===== config.mk =====
export PLATFORM = sky130hd
export DESIGN_NAME = ghost_movement
export DESIGN_NICKNAME = d
export VERILOG_FILES = /design/src/rtl/ghost_movement.sv
export SDC_FILE = /design/constraint.sdc
export NUM_CORES = 1
export LEC_CHECK = 0
export CAP_MARGIN = 10
export CORE_MARGIN = 4
export CORE_UTILIZATION = 53
export CTS_BUF_LIST = sky130_fd_sc_hd__clkbuf_16
export DETAILED_ROUTE_END_ITERATION = 10
export MAX_ROUTING_LAYER = met4
export PLACE_DENSITY = 0.78
export REMOVE_ABC_BUFFERS = 1
export SYNTH_ARGS = -nofsm -noshare
export SYNTH_HDL_FRONTEND = slang
export SYNTH_SLANG_ARGS = --single-unit

===== constraint.sdc =====
create_clock -name clk -period 5.85 [get_ports clk]
set_input_delay 0.585 -clock clk [delete_from_list [all_inputs] [get_ports clk]]
set_output_delay 0.585 -clock clk [all_outputs]
set_load 0.05 [all_outputs]

===== src/rtl/ghost_movement.sv =====
// ghost_movement
//   Position controller for one ghost sprite. In CHASE it steps the ghost
//   toward Pac-Man once per move tick (STEP pixels, never past Pac-Man's
//   coordinate on the moving axis, clamped to the arena), flags a bounding
//   box overlap as CAUGHT, and drives a zero-latency per-pixel fill.
//
//   Optional feature: define GHOST_RANDOM_EN to add a 16-bit Fibonacci LFSR
//   (taps 16,14,13,11, seed 16'hACE1) that occasionally diverts a step onto
//   the non-preferred axis. Undefined: pure greedy chase.
//
// Ports
//   clk, reset        : clock, asynchronous active-high reset
//   start             : pulse, IDLE -> CHASE
//   ack               : pulse, CAUGHT -> IDLE with respawn
//   pacX, pacY        : Pac-Man top-left position
//   hCount, vCount    : display counters for the fill output
//   ghostX, ghostY    : registered ghost top-left position
//   ghostFill         : combinational, current pixel inside the ghost
//   caught            : registered, high while in CAUGHT
//   state             : IDLE=00, CHASE=01, CAUGHT=10
module ghost_movement #(
  parameter int unsigned START_X     = 300,
  parameter int unsigned START_Y     = 220,
  parameter int unsigned SIZE        = 10,
  parameter int unsigned STEP        = 1,
  parameter int unsigned MOVE_PERIOD = 1_000_000,
  parameter int unsigned X_MIN       = 144,
  parameter int unsigned X_MAX       = 774,
  parameter int unsigned Y_MIN       = 35,
  parameter int unsigned Y_MAX       = 505
) (
  input  logic       clk,
  input  logic       reset,
  input  logic       start,
  input  logic       ack,
  input  logic [9:0] pacX,
  input  logic [9:0] pacY,
  input  logic [9:0] hCount,
  input  logic [9:0] vCount,
  output logic [9:0] ghostX,
  output logic [9:0] ghostY,
  output logic       ghostFill,
  output logic       caught,
  output logic [1:0] state
);

  typedef enum logic [1:0] {
    IDLE   = 2'b00,
    CHASE  = 2'b01,
    CAUGHT = 2'b10
  } state_t;

  localparam int unsigned     CNT_W    = (MOVE_PERIOD > 1) ? $clog2(MOVE_PERIOD) : 1;
  localparam logic [CNT_W-1:0] CNT_LAST = CNT_W'(MOVE_PERIOD - 1);
  localparam logic [9:0]      START_XV = 10'(START_X);
  localparam logic [9:0]      START_YV = 10'(START_Y);
  localparam logic [9:0]      X_MINV   = 10'(X_MIN);
  localparam logic [9:0]      X_MAXV   = 10'(X_MAX);
  localparam logic [9:0]      Y_MINV   = 10'(Y_MIN);
  localparam logic [9:0]      Y_MAXV   = 10'(Y_MAX);
  localparam logic [10:0]     STEP_V   = 11'(STEP);
  localparam logic [10:0]     SIZE_V   = 11'(SIZE);

  state_t           state_q, state_d;
  logic [9:0]       x_q, x_d, y_q, y_d;
  logic             caught_q, caught_d;
  logic [CNT_W-1:0] cnt_q, cnt_d;

  logic signed [10:0] dx, dy;
  logic [10:0]        adx, ady;
  logic               tick, collide;
  logic               pref_x, pref_y, move_x, move_y;

  // Step one axis toward the target: the step is limited to the remaining
  // distance, so pos +/- amt always stays within 0..1023, then clamped.
  function automatic logic [9:0] step_axis(input logic [9:0]  pos,
                                           input logic        neg,
                                           input logic [10:0] mag,
                                           input logic [9:0]  lo,
                                           input logic [9:0]  hi);
    logic [10:0] amt;
    logic [10:0] nxt;
    amt = (mag < STEP_V) ? mag : STEP_V;
    nxt = neg ? ({1'b0, pos} - amt) : ({1'b0, pos} + amt);
    if (nxt < {1'b0, lo}) begin
      nxt = {1'b0, lo};
    end else if (nxt > {1'b0, hi}) begin
      nxt = {1'b0, hi};
    end
    return nxt[9:0];
  endfunction

  assign dx  = $signed({1'b0, pacX}) - $signed({1'b0, x_q});
  assign dy  = $signed({1'b0, pacY}) - $signed({1'b0, y_q});
  assign adx = dx[10] ? $unsigned(-dx) : $unsigned(dx);
  assign ady = dy[10] ? $unsigned(-dy) : $unsigned(dy);

  assign tick    = (state_q == CHASE) && (cnt_q == CNT_LAST);
  assign collide = (adx < SIZE_V) && (ady < SIZE_V);

  // Greedy axis choice; a tie goes to X.
  assign pref_x = (adx >= ady) && (dx != '0);
  assign pref_y = !pref_x && (dy != '0);

`ifdef GHOST_RANDOM_EN
  logic [15:0] lfsr_q, lfsr_d;
  logic        lfsr_fb, divert, alt_x, alt_y;

  assign lfsr_fb = lfsr_q[0] ^ lfsr_q[2] ^ lfsr_q[3] ^ lfsr_q[5];
  assign divert  = (lfsr_q[2:0] == 3'b000);
  // Diverting only happens when the other axis actually has distance left.
  assign alt_x   = pref_y && (dx != '0);
  assign alt_y   = pref_x && (dy != '0);
  assign move_x  = (divert && (alt_x || alt_y)) ? alt_x : pref_x;
  assign move_y  = (divert && (alt_x || alt_y)) ? alt_y : pref_y;

  always_comb begin
    lfsr_d = lfsr_q;
    if (tick) begin
      lfsr_d = {lfsr_fb, lfsr_q[15:1]};
    end
  end

  always_ff @(posedge clk or posedge reset) begin
    if (reset) begin
      lfsr_q <= 16'hACE1;
    end else begin
      lfsr_q <= lfsr_d;
    end
  end
`else
  assign move_x = pref_x;
  assign move_y = pref_y;
`endif

  always_comb begin
    state_d  = state_q;
    x_d      = x_q;
    y_d      = y_q;
    caught_d = caught_q;
    cnt_d    = cnt_q;
    case (state_q)
      IDLE: begin
        cnt_d = '0;
        if (start) begin
          state_d = CHASE;
        end
      end
      CHASE: begin
        cnt_d = tick ? '0 : cnt_q + CNT_W'(1);
        // Collision takes priority over a coincident move tick.
        if (collide) begin
          state_d  = CAUGHT;
          caught_d = 1'b1;
        end else if (tick) begin
          if (move_x) begin
            x_d = step_axis(x_q, dx[10], adx, X_MINV, X_MAXV);
          end else if (move_y) begin
            y_d = step_axis(y_q, dy[10], ady, Y_MINV, Y_MAXV);
          end
        end
      end
      CAUGHT: begin
        if (ack) begin
          state_d  = IDLE;
          x_d      = START_XV;
          y_d      = START_YV;
          caught_d = 1'b0;
        end
      end
      default: begin
        state_d = IDLE;
      end
    endcase
  end

  always_ff @(posedge clk or posedge reset) begin
    if (reset) begin
      state_q  <= IDLE;
      x_q      <= START_XV;
      y_q      <= START_YV;
      caught_q <= 1'b0;
      cnt_q    <= '0;
    end else begin
      state_q  <= state_d;
      x_q      <= x_d;
      y_q      <= y_d;
      caught_q <= caught_d;
      cnt_q    <= cnt_d;
    end
  end

  assign ghostFill = ({1'b0, hCount} >= {1'b0, x_q}) && ({1'b0, hCount} < ({1'b0, x_q} + SIZE_V)) &&
                     ({1'b0, vCount} >= {1'b0, y_q}) && ({1'b0, vCount} < ({1'b0, y_q} + SIZE_V));

  assign ghostX = x_q;
  assign ghostY = y_q;
  assign caught = caught_q;
  assign state  = state_q;

endmodule


==> flow_metrics.env, run 1 <==
export IMPL_fin_ws_ps=156
export IMPL_drc=0
export IMPL_relSlewSlack_pct=30.8
export IMPL_gr_usage_all_layers_pct=27.1
export IMPL_critPathRequiredTime_ps=5980
export IMPL_critPathBufInv=5
export IMPL_period_share_pct=97.3
export IMPL_final_common_cell="buf_4"
export IMPL_area_growth_synth_to_final_pct=39.5
export IMPL_start_util_pct=53.9
export IMPL_cp_end_kind="flip-flop"
export IMPL_placement_rows=40
export IMPL_drtIter0Drc=558
export IMPL_yosysSeqAreaShare_pct=16.9
export IMPL_synth_top_area_share_pct=18.6
export IMPL_synth_flop_cell="dfrtp_1"
export IMPL_period_needed_ps=5690
export IMPL_cts_buffers_inserted=5
export IMPL_synthArstFlopShare_pct=100
export IMPL_cp_data_arrival_time_ps=5830
export IMPL_startpoint="pacX[2]"
export IMPL_hold_violations=0
export IMPL_syn_area_per_cell_um2=7.74
export IMPL_antenna_cells=0
export IMPL_cts_root_buffer="clkbuf_16"
export IMPL_core_um2=12000
export IMPL_regArea_um2=1090
export IMPL_cts_buffer_depth=2
export IMPL_worst_pin_slew_ps=1030
export IMPL_cts_htree_levels=2
export IMPL_nNetsFinal=1193
export IMPL_io_buffers=67
export IMPL_clock_sinks=43
export IMPL_dieArea_um2=14000
export IMPL_hp_start="cnt_q[19]"
export IMPL_wl_per_cell_um=16.4
export IMPL_drv_slew=0
export IMPL_cp_top_family="compound AO/OA/AOI/OAI gates"
export IMPL_drive_above_1_share_pct=25.8
export IMPL_max_stage_delay_ps=420
export IMPL_cp_slowest_cell="clkdlybuf4s50_1"
export IMPL_path_clk_slew_ps=60
export IMPL_drt_vias_per_instance=5.96
export IMPL_netlist_area_um2=6450
export IMPL_maxCapViolations=0
export IMPL_drt_first_pass_iters=5
export IMPL_grt_max_degree=44
export IMPL_post_place_ws_ps=-616
export IMPL_final_antenna_net_count=0
export IMPL_critPathLaunchType="primary input"
export IMPL_clk_latency_ps=290
export IMPL_antenna_found_initial=0
export IMPL_layout_common_cells="buf_4, ha_1, nor2_1, nand2_1, clkdlybuf4s50_1"
export IMPL_setup_violations=0
export IMPL_worst_path_max_fanout=5
export IMPL_crit_type="primary input to flip-flop"
export IMPL_ys_top_cells_by_area="ha_1, dfrtp_1, o21ai_0"
export IMPL_syn_inst=833
export IMPL_grt_pass1_vias=7007
export IMPL_vias=7129
export IMPL_synth_edf_count=0
export IMPL_dpl_hpwl_um=14700
export IMPL_fin_worst_skew_ps=4.01
export IMPL_yosysTopAreaCell="ha_1"
export IMPL_gp_congestion=0.915
export IMPL_cts_tree="yes"
export IMPL_grt_ovfl_total=0
export IMPL_die_height_um=118
export IMPL_status="finished, final reports clean"
export IMPL_worstHoldPathType="flip-flop to flip-flop"
export IMPL_ys_warn_count=0
export IMPL_ys_ff_latch=43
export IMPL_r2r_start="ghostY[2]"
export IMPL_die_w_um=118
export IMPL_pin_count=68
export IMPL_routed_wl_um=19600
export IMPL_multi_input_area_um2=5410
export IMPL_fillCellCount=851
export IMPL_fmax_ghz=0.176
export IMPL_grt_first_pass_wirelength_um=31700
export IMPL_yosysUniqueCellTypes=79
-- state kept, by name (all words and copies together) (netlist names) --
| signal | flops |
|---|---|
| cnt_q | 20 |
| ghostX | 10 |
| ghostY | 10 |
| state | 2 |
| caught | 1 |
-- layer usage --
metal	vias up	track usage (%)	wire length [um]
met5	-	-	0
met4	0	6.45	342
met3	32	2.39	808
met2	201	48.7	10100
met1	3437	32.8	8360
li1	3459	-	-
-- cell families after synthesis --
| group | synth area share, % |
|---|---|
| multiplexers | 2.02 |
| buffers and inverters | 5.05 |
| XOR/XNOR | 7.59 |
| AND/OR/NAND/NOR | 23.6 |
| other | 0.0582 |
| adder cells (fa/ha/maj) | 19.9 |
| AO/OA/AOI/OAI | 24.9 |
| flip-flops | 16.9 |
-- through the flow --
step	util (%)	setup TNS (ps)	std cells	instance area, um^2	hold WS [ps]
2_1_floorplan	-	-3980	809	6320	451
3_3_place_gp	69.0	-6000	1166	8260	485
3_5_place_dp	69.0	-7640	1166	8260	500
4_1_cts	72.0	0	1185	8620	509
5_1_grt	75.2	-700	1197	8990	536
6_report	75.2	0	1197	8990	500
-- Yosys cell counts, types with 3 or more instances --
cell type,count
ha_1,96
nor2_1,79
nand2_1,70
o21ai_0,67
a21oi_1,53
inv_1,53
xnor2_1,37
dfrtp_1,34
nor3_1,25
nand3_1,23
nand2b_1,21
xor2_1,17
and3_1,16
o21a_1,16
a21o_1,15
clkbuf_1,14
nor2b_1,14
mux2i_1,13
a31oi_1,12
o31ai_1,11
a211oi_1,10
o211ai_1,10
dfstp_2,9
nor3b_1,8
and2_1,7
or3_1,6
a211o_1,5
buf_2,5
nand4_1,5
o2111ai_1,5
fa_1,4
nor4b_1,4
a41oi_1,3
buf_6,3
nand3b_1,3
nor4_1,3
o211a_1,3
o21bai_1,3
-- final timing paths --
kind,depth (start not counted),slack [ps],end
setup reg to reg,24,180,ghostY[2]
min in group asynchronous,3,750,cnt_q[9]
hold reg to reg,1,500,cnt_q[19]
setup / recovery,26,160,ghostX[1]
hold / removal,1,500,cnt_q[19]
max in group asynchronous,3,4730,ghostY[3]
-- area by class of cell --
cell class | count | share of cell area [%]
multi-input cells | 713 | 60.2
repair buffers | 233 | 21.6
flip-flops and latches | 43 | 12.1
inverters | 53 | 2.21
well taps | 147 | 2.05
clock buffers | 5 | 1.39
clock inverters | 3 | 0.487
-- worst reg2reg max path, stage by stage, from the launching register on --
cell and delay, ps:
dfstp_2 570, inv_2 70, ha_4 250, nor2b_4 140, o2111a_2 280, o211ai_1 210
a21oi_1 130, nand2b_4 160, or4_4 550, a2111oi_4 440, o2111ai_2 190, inv_1 110
ha_2 180, nand2b_4 130, ha_4 200, nor2b_4 120, o31a_1 260, o31ai_2 250
a21oi_2 110, a211o_1 320, xnor2_1 140, and3_4 220, o21ai_2 60, or3_1 350
a21oi_1 150
-- repair_timing --
| action | in CTS | in global routing |
|---|---|---|
| endpoints found under the setup margin | 17 | 19 |
| hold endpoints to repair | 0 | 0 |
| hold buffers | 0 | 0 |
| gates resized for setup | 29 | 63 |
| pin swaps | 27 | 50 |
| buffers inserted | 11 | 12 |
Power of run 1 is not shown: default switching activity piles up to over one toggle a cycle in this logic, so the estimate is an artifact.
==> inputs of run 2 (changes only) <==
--- a/config.mk
+++ b/config.mk
@@ -10,6 +10,7 @@
 export CORE_UTILIZATION = 53
 export CTS_BUF_LIST = sky130_fd_sc_hd__clkbuf_16
 export DETAILED_ROUTE_END_ITERATION = 10
+export GPL_ROUTABILITY_DRIVEN = 0
 export MAX_ROUTING_LAYER = met4
 export PLACE_DENSITY = 0.78
 export REMOVE_ABC_BUFFERS = 1
==> flow_metrics.env, run 2 (synthesis results as in run 1) <==
export IMPL_status="finished, final reports clean"
export IMPL_drive_above_1_share_pct=25.5
export IMPL_cp_end_kind="flip-flop"
export IMPL_fmax_ghz=0.174
export IMPL_drt_first_pass_iters=5
export IMPL_cts_buffer_depth=2
export IMPL_final_util_pct=75.0
export IMPL_largest_reg_flops=20
export IMPL_setup_violations=0
export IMPL_routed_wl_um=19900
export IMPL_area_growth_synth_to_final_pct=39.2
export IMPL_cts_htree_levels=2
export IMPL_drc=0
export IMPL_grt_max_degree=44
export IMPL_grt_busiest_layer="met2"
export IMPL_final_antenna_net_count=0
export IMPL_period_needed_ps=5740
export IMPL_final_common_cell="buf_4"
export IMPL_worstHoldPathType="flip-flop to flip-flop"
export IMPL_clk_latency_ps=290
export IMPL_fin_worst_skew_ps=6.29
export IMPL_period_share_pct=98.2
export IMPL_met3_usage_pct=2.15
export IMPL_post_place_ws_ps=-592
export IMPL_cp_slowest_cell="clkdlybuf4s50_1"
export IMPL_cts_buffers_inserted=5
export IMPL_clock_sinks=43
export IMPL_drtIter0Drc=550
export IMPL_antenna_found_initial=0
export IMPL_regMostFlops="cnt_q"
export IMPL_crit_type="primary input to flip-flop"
export IMPL_grt_ovfl_total=0
export IMPL_worst_pin_slew_ps=1010
export IMPL_vias=7119
export IMPL_die_height_um=118
export IMPL_max_stage_delay_ps=410
export IMPL_antenna_cells=0
export IMPL_worst_path_max_fanout=7
export IMPL_start_util_pct=53.9
export IMPL_maxCapViolations=0
export IMPL_nNetsFinal=1193
export IMPL_drt_vias_per_instance=5.95
export IMPL_dieArea_um2=14000
export IMPL_io_buffers=67
export IMPL_dpl_hpwl_um=14600
export IMPL_layout_common_cells="buf_4, ha_1, nor2_1, nand2_1"
export IMPL_grt_pass1_vias=6898
export IMPL_fin_ws_ps=106
export IMPL_critPathRequiredTime_ps=5990
export IMPL_die_w_um=118
export IMPL_path_clk_slew_ps=60
export IMPL_critPathLaunchType="primary input"
export IMPL_grt_first_pass_wirelength_um=31200
export IMPL_use_met2_pct=47.8
export IMPL_drv_slew=0
export IMPL_wl_per_cell_um=16.6
export IMPL_hold_violations=0
export IMPL_grt_use_met1_pct=32.6
export IMPL_core_um2=12000
export IMPL_gr_usage_all_layers_pct=26.8
export IMPL_pin_count=68
export IMPL_cts_hold_buf=0
export IMPL_placement_rows=40
export IMPL_relSlewSlack_pct=32.0
export IMPL_cp_data_arrival_time_ps=5880
export IMPL_cts_root_buffer="clkbuf_16"
export IMPL_cts_tree="yes"
-- run 2: changes by cell type in the layout (fill, tap and decap cells not counted), moves of 2 or more --
cell	change
a31oi_2	-2
a41oi_1	-2
a41oi_2	+2
buf_4	+3
buf_6	-3
nand2_1	+2
nand2_2	-2
nor3b_2	+2
xor2_1	+2
xor2_2	-2
-- run 2: area by class of cell --
type                            count  area (um^2)
Sequential cell                    43         1090
Clock buffer                        5          125
Multi-Input combinational cell    713         5430
Tap cell                          147          184
Inverter                           53          201
Fill cell                         853         2990
Timing Repair Buffer              233         1930
Clock inverter                      3         16.3
-- run 2: per-layer routing --
layer	routed length, um	share of wire, %
met4	418	2.1
met2	10200	51
met1	8490	43
met3	784	3.9
met5	0	0
-- run 2: timing repair --
| action | CTS | global route |
|---|---|---|
| resized for setup | 23 | 65 |
| setup endpoints to repair | 17 | 19 |
| setup buffers | 13 | 16 |
| pin swaps | 25 | 49 |
-- run 2: worst max-delay path, delay by kind of cell --
family	cells	cell delay, ps
compound gates	12	2660
buf+inv	5	890
simple gates	3	590
fa+ha+maj	3	700
xor+xnor	1	350
mux	1	80
-- run 2: through the flow --
stage | instances | setup TNS (ps) | hold slack, ps | instance area, um^2
after floorplan | 809 | -3980 | 451 | 6320
after global placement | 1162 | -5720 | 480 | 8230
after detailed placement | 1162 | -8020 | 497 | 8230
after CTS | 1183 | 0 | 505 | 8550
after global routing | 1197 | -1000 | 521 | 8970
final | 1197 | 0 | 508 | 8970
-- run 2: final timing paths --
kind	from	to	slack, ps	depth (start not counted)
min in group asynchronous	reset	cnt_q[3]	740	3
hold reg to reg	cnt_q[19]	cnt_q[19]	510	1
setup reg to reg	ghostX[3]	ghostX[1]	120	25
hold / removal	cnt_q[19]	cnt_q[19]	510	1
setup / recovery	pacX[2]	ghostX[1]	110	25
max in group asynchronous	reset	ghostX[3]	4740	3
Power of run 2 is left out for the same reason.
==> inputs of run 3 (changes only) <==
--- a/config.mk
+++ b/config.mk
@@ -6,7 +6,7 @@
 export NUM_CORES = 1
 export LEC_CHECK = 0
 export CAP_MARGIN = 10
-export CORE_MARGIN = 4
+export CORE_MARGIN = 2
 export CORE_UTILIZATION = 53
 export CTS_BUF_LIST = sky130_fd_sc_hd__clkbuf_16
 export DETAILED_ROUTE_END_ITERATION = 10
==> flow_metrics.env, run 3 (synthesis results as in run 1) <==
export IMPL_grt_ovfl_total=0
export IMPL_drv_slew=0
export IMPL_nNetsFinal=1200
export IMPL_final_common_cell="buf_4"
export IMPL_layout_common_cells="buf_4, ha_1, nor2_1, nand2_1, clkdlybuf4s50_1"
export IMPL_wl_per_cell_um=16.5
export IMPL_cts_buffers_inserted=5
export IMPL_hold_depth=1
export IMPL_cts_hold_buf=0
export IMPL_largest_reg_flops=20
export IMPL_cp_num_cells=25
export IMPL_period_needed_ps=5750
export IMPL_drt_first_pass_iters=5
export IMPL_regMostFlops="cnt_q"
export IMPL_regArea_um2=1090
export IMPL_setup_violations=0
export IMPL_grt_max_degree=44
export IMPL_hold_violations=0
export IMPL_maxCapViolations=0
export IMPL_grt_pass1_vias=6813
export IMPL_worstHoldPathType="flip-flop to flip-flop"
export IMPL_drtIter0Drc=484
export IMPL_routed_wl_um=19800
export IMPL_cp_data_arrival_time_ps=5880
export IMPL_max_stage_delay_ps=420
export IMPL_dpl_hpwl_um=14500
export IMPL_placement_rows=40
export IMPL_cts_root_buffer="clkbuf_16"
export IMPL_final_antenna_net_count=0
export IMPL_cp_slowest_cell="clkdlybuf4s50_1"
export IMPL_fin_worst_skew_ps=6.31
export IMPL_die_height_um=114
export IMPL_gr_usage_all_layers_pct=29.5
export IMPL_grt_first_pass_wirelength_um=31100
export IMPL_antenna_cells=0
export IMPL_cts_buffer_depth=2
export IMPL_drc=0
export IMPL_die_w_um=114
export IMPL_worst_path_max_fanout=8
export IMPL_clock_sinks=43
export IMPL_start_util_pct=53.9
export IMPL_fmax_ghz=0.174
export IMPL_io_buffers=67
export IMPL_cp_top_family="compound AO/OA/AOI/OAI gates"
export IMPL_relSlewSlack_pct=32.5
export IMPL_worst_pin_slew_ps=1010
export IMPL_cp_end_kind="flip-flop"
export IMPL_drt_vias_per_instance=5.91
export IMPL_clk_latency_ps=290
export IMPL_crit_top_cell="buf_4"
export IMPL_critPathRequiredTime_ps=5980
export IMPL_critPathLaunchType="primary input"
export IMPL_reg2reg_depth=26
export IMPL_core_um2=12000
export IMPL_critPathBufInv=5
export IMPL_area_growth_synth_to_final_pct=40.3
export IMPL_dieArea_um2=13100
export IMPL_crit_type="primary input to flip-flop"
export IMPL_pin_count=68
export IMPL_vias=7115
export IMPL_drive_above_1_share_pct=26.1
export IMPL_multi_input_area_um2=5460
export IMPL_period_share_pct=98.3
export IMPL_cts_htree_levels=2
export IMPL_path_clk_slew_ps=60
export IMPL_antenna_found_initial=0
export IMPL_cts_tree="yes"
export IMPL_final_util_pct=75.6
export IMPL_status="finished, final reports clean"
export IMPL_fillCellCount=846
==> run 3: cell count changes in the layout (fill, tap and decap cells not counted), sizes merged <==
cell           before  now
clkdlybuf4s50      61   63
buf               166  173
dlymetal6s2s        5    3
==> run 3: what timing repair did <==
item / 4_1_cts / 5_1_grt
setup endpoints to repair: 17 / 19
endpoints found under the hold margin: 0 / 0
pin swaps: 33 / 45
setup buffers: 17 / 16
resized for setup: 43 / 51
==> run 3: final timing paths <==
| check | slack (ps) | endpoint | start |
|---|---|---|---|
| max in group asynchronous | 4730 | ghostY[2] | reset |
| worst min register to register | 520 | cnt_q[19] | cnt_q[19] |
| worst max-delay path | 100 | ghostX[1] | pacX[2] |
| min in group asynchronous | 730 | cnt_q[8] | reset |
| worst min-delay path | 520 | cnt_q[19] | cnt_q[19] |
| worst max register to register | 160 | ghostY[2] | ghostY[3] |
==> run 3: cell type report <==
| type | instances | share of cell area [%] |
|---|---|---|
| Multi-Input combinational cell | 713 | 60.3 |
| Timing Repair Buffer | 240 | 21.8 |
| Sequential cell | 43 | 12.0 |
| Inverter | 53 | 2.20 |
| Tap cell | 147 | 2.03 |
| Clock buffer | 5 | 1.38 |
| Clock inverter | 3 | 0.180 |
==> run 3: stage by stage <==
step	cells	cell area, um^2	hold WS [ps]	TNS (ps)	worst slack [ps]
final	1204	9050	521	0	101
after global routing	1204	9050	556	-1220	-136
after CTS	1188	8660	524	0	12.6
after detailed placement	1164	8240	503	-9150	-612
after global placement	1164	8240	480	-5960	-498
after floorplan	809	6320	451	-3980	-520
==> run 3: layer usage <==
metal | track usage (%) | part of all wire (%) | vias up
met5 | - | 0 | -
met3 | 1.64 | 3.1 | 43
met2 | 52.0 | 50 | 179
met1 | 36.8 | 44 | 3433
li1 | - | - | 3460
met4 | 8.21 | 2.5 | 0
Power of run 3 is left out for the same reason.
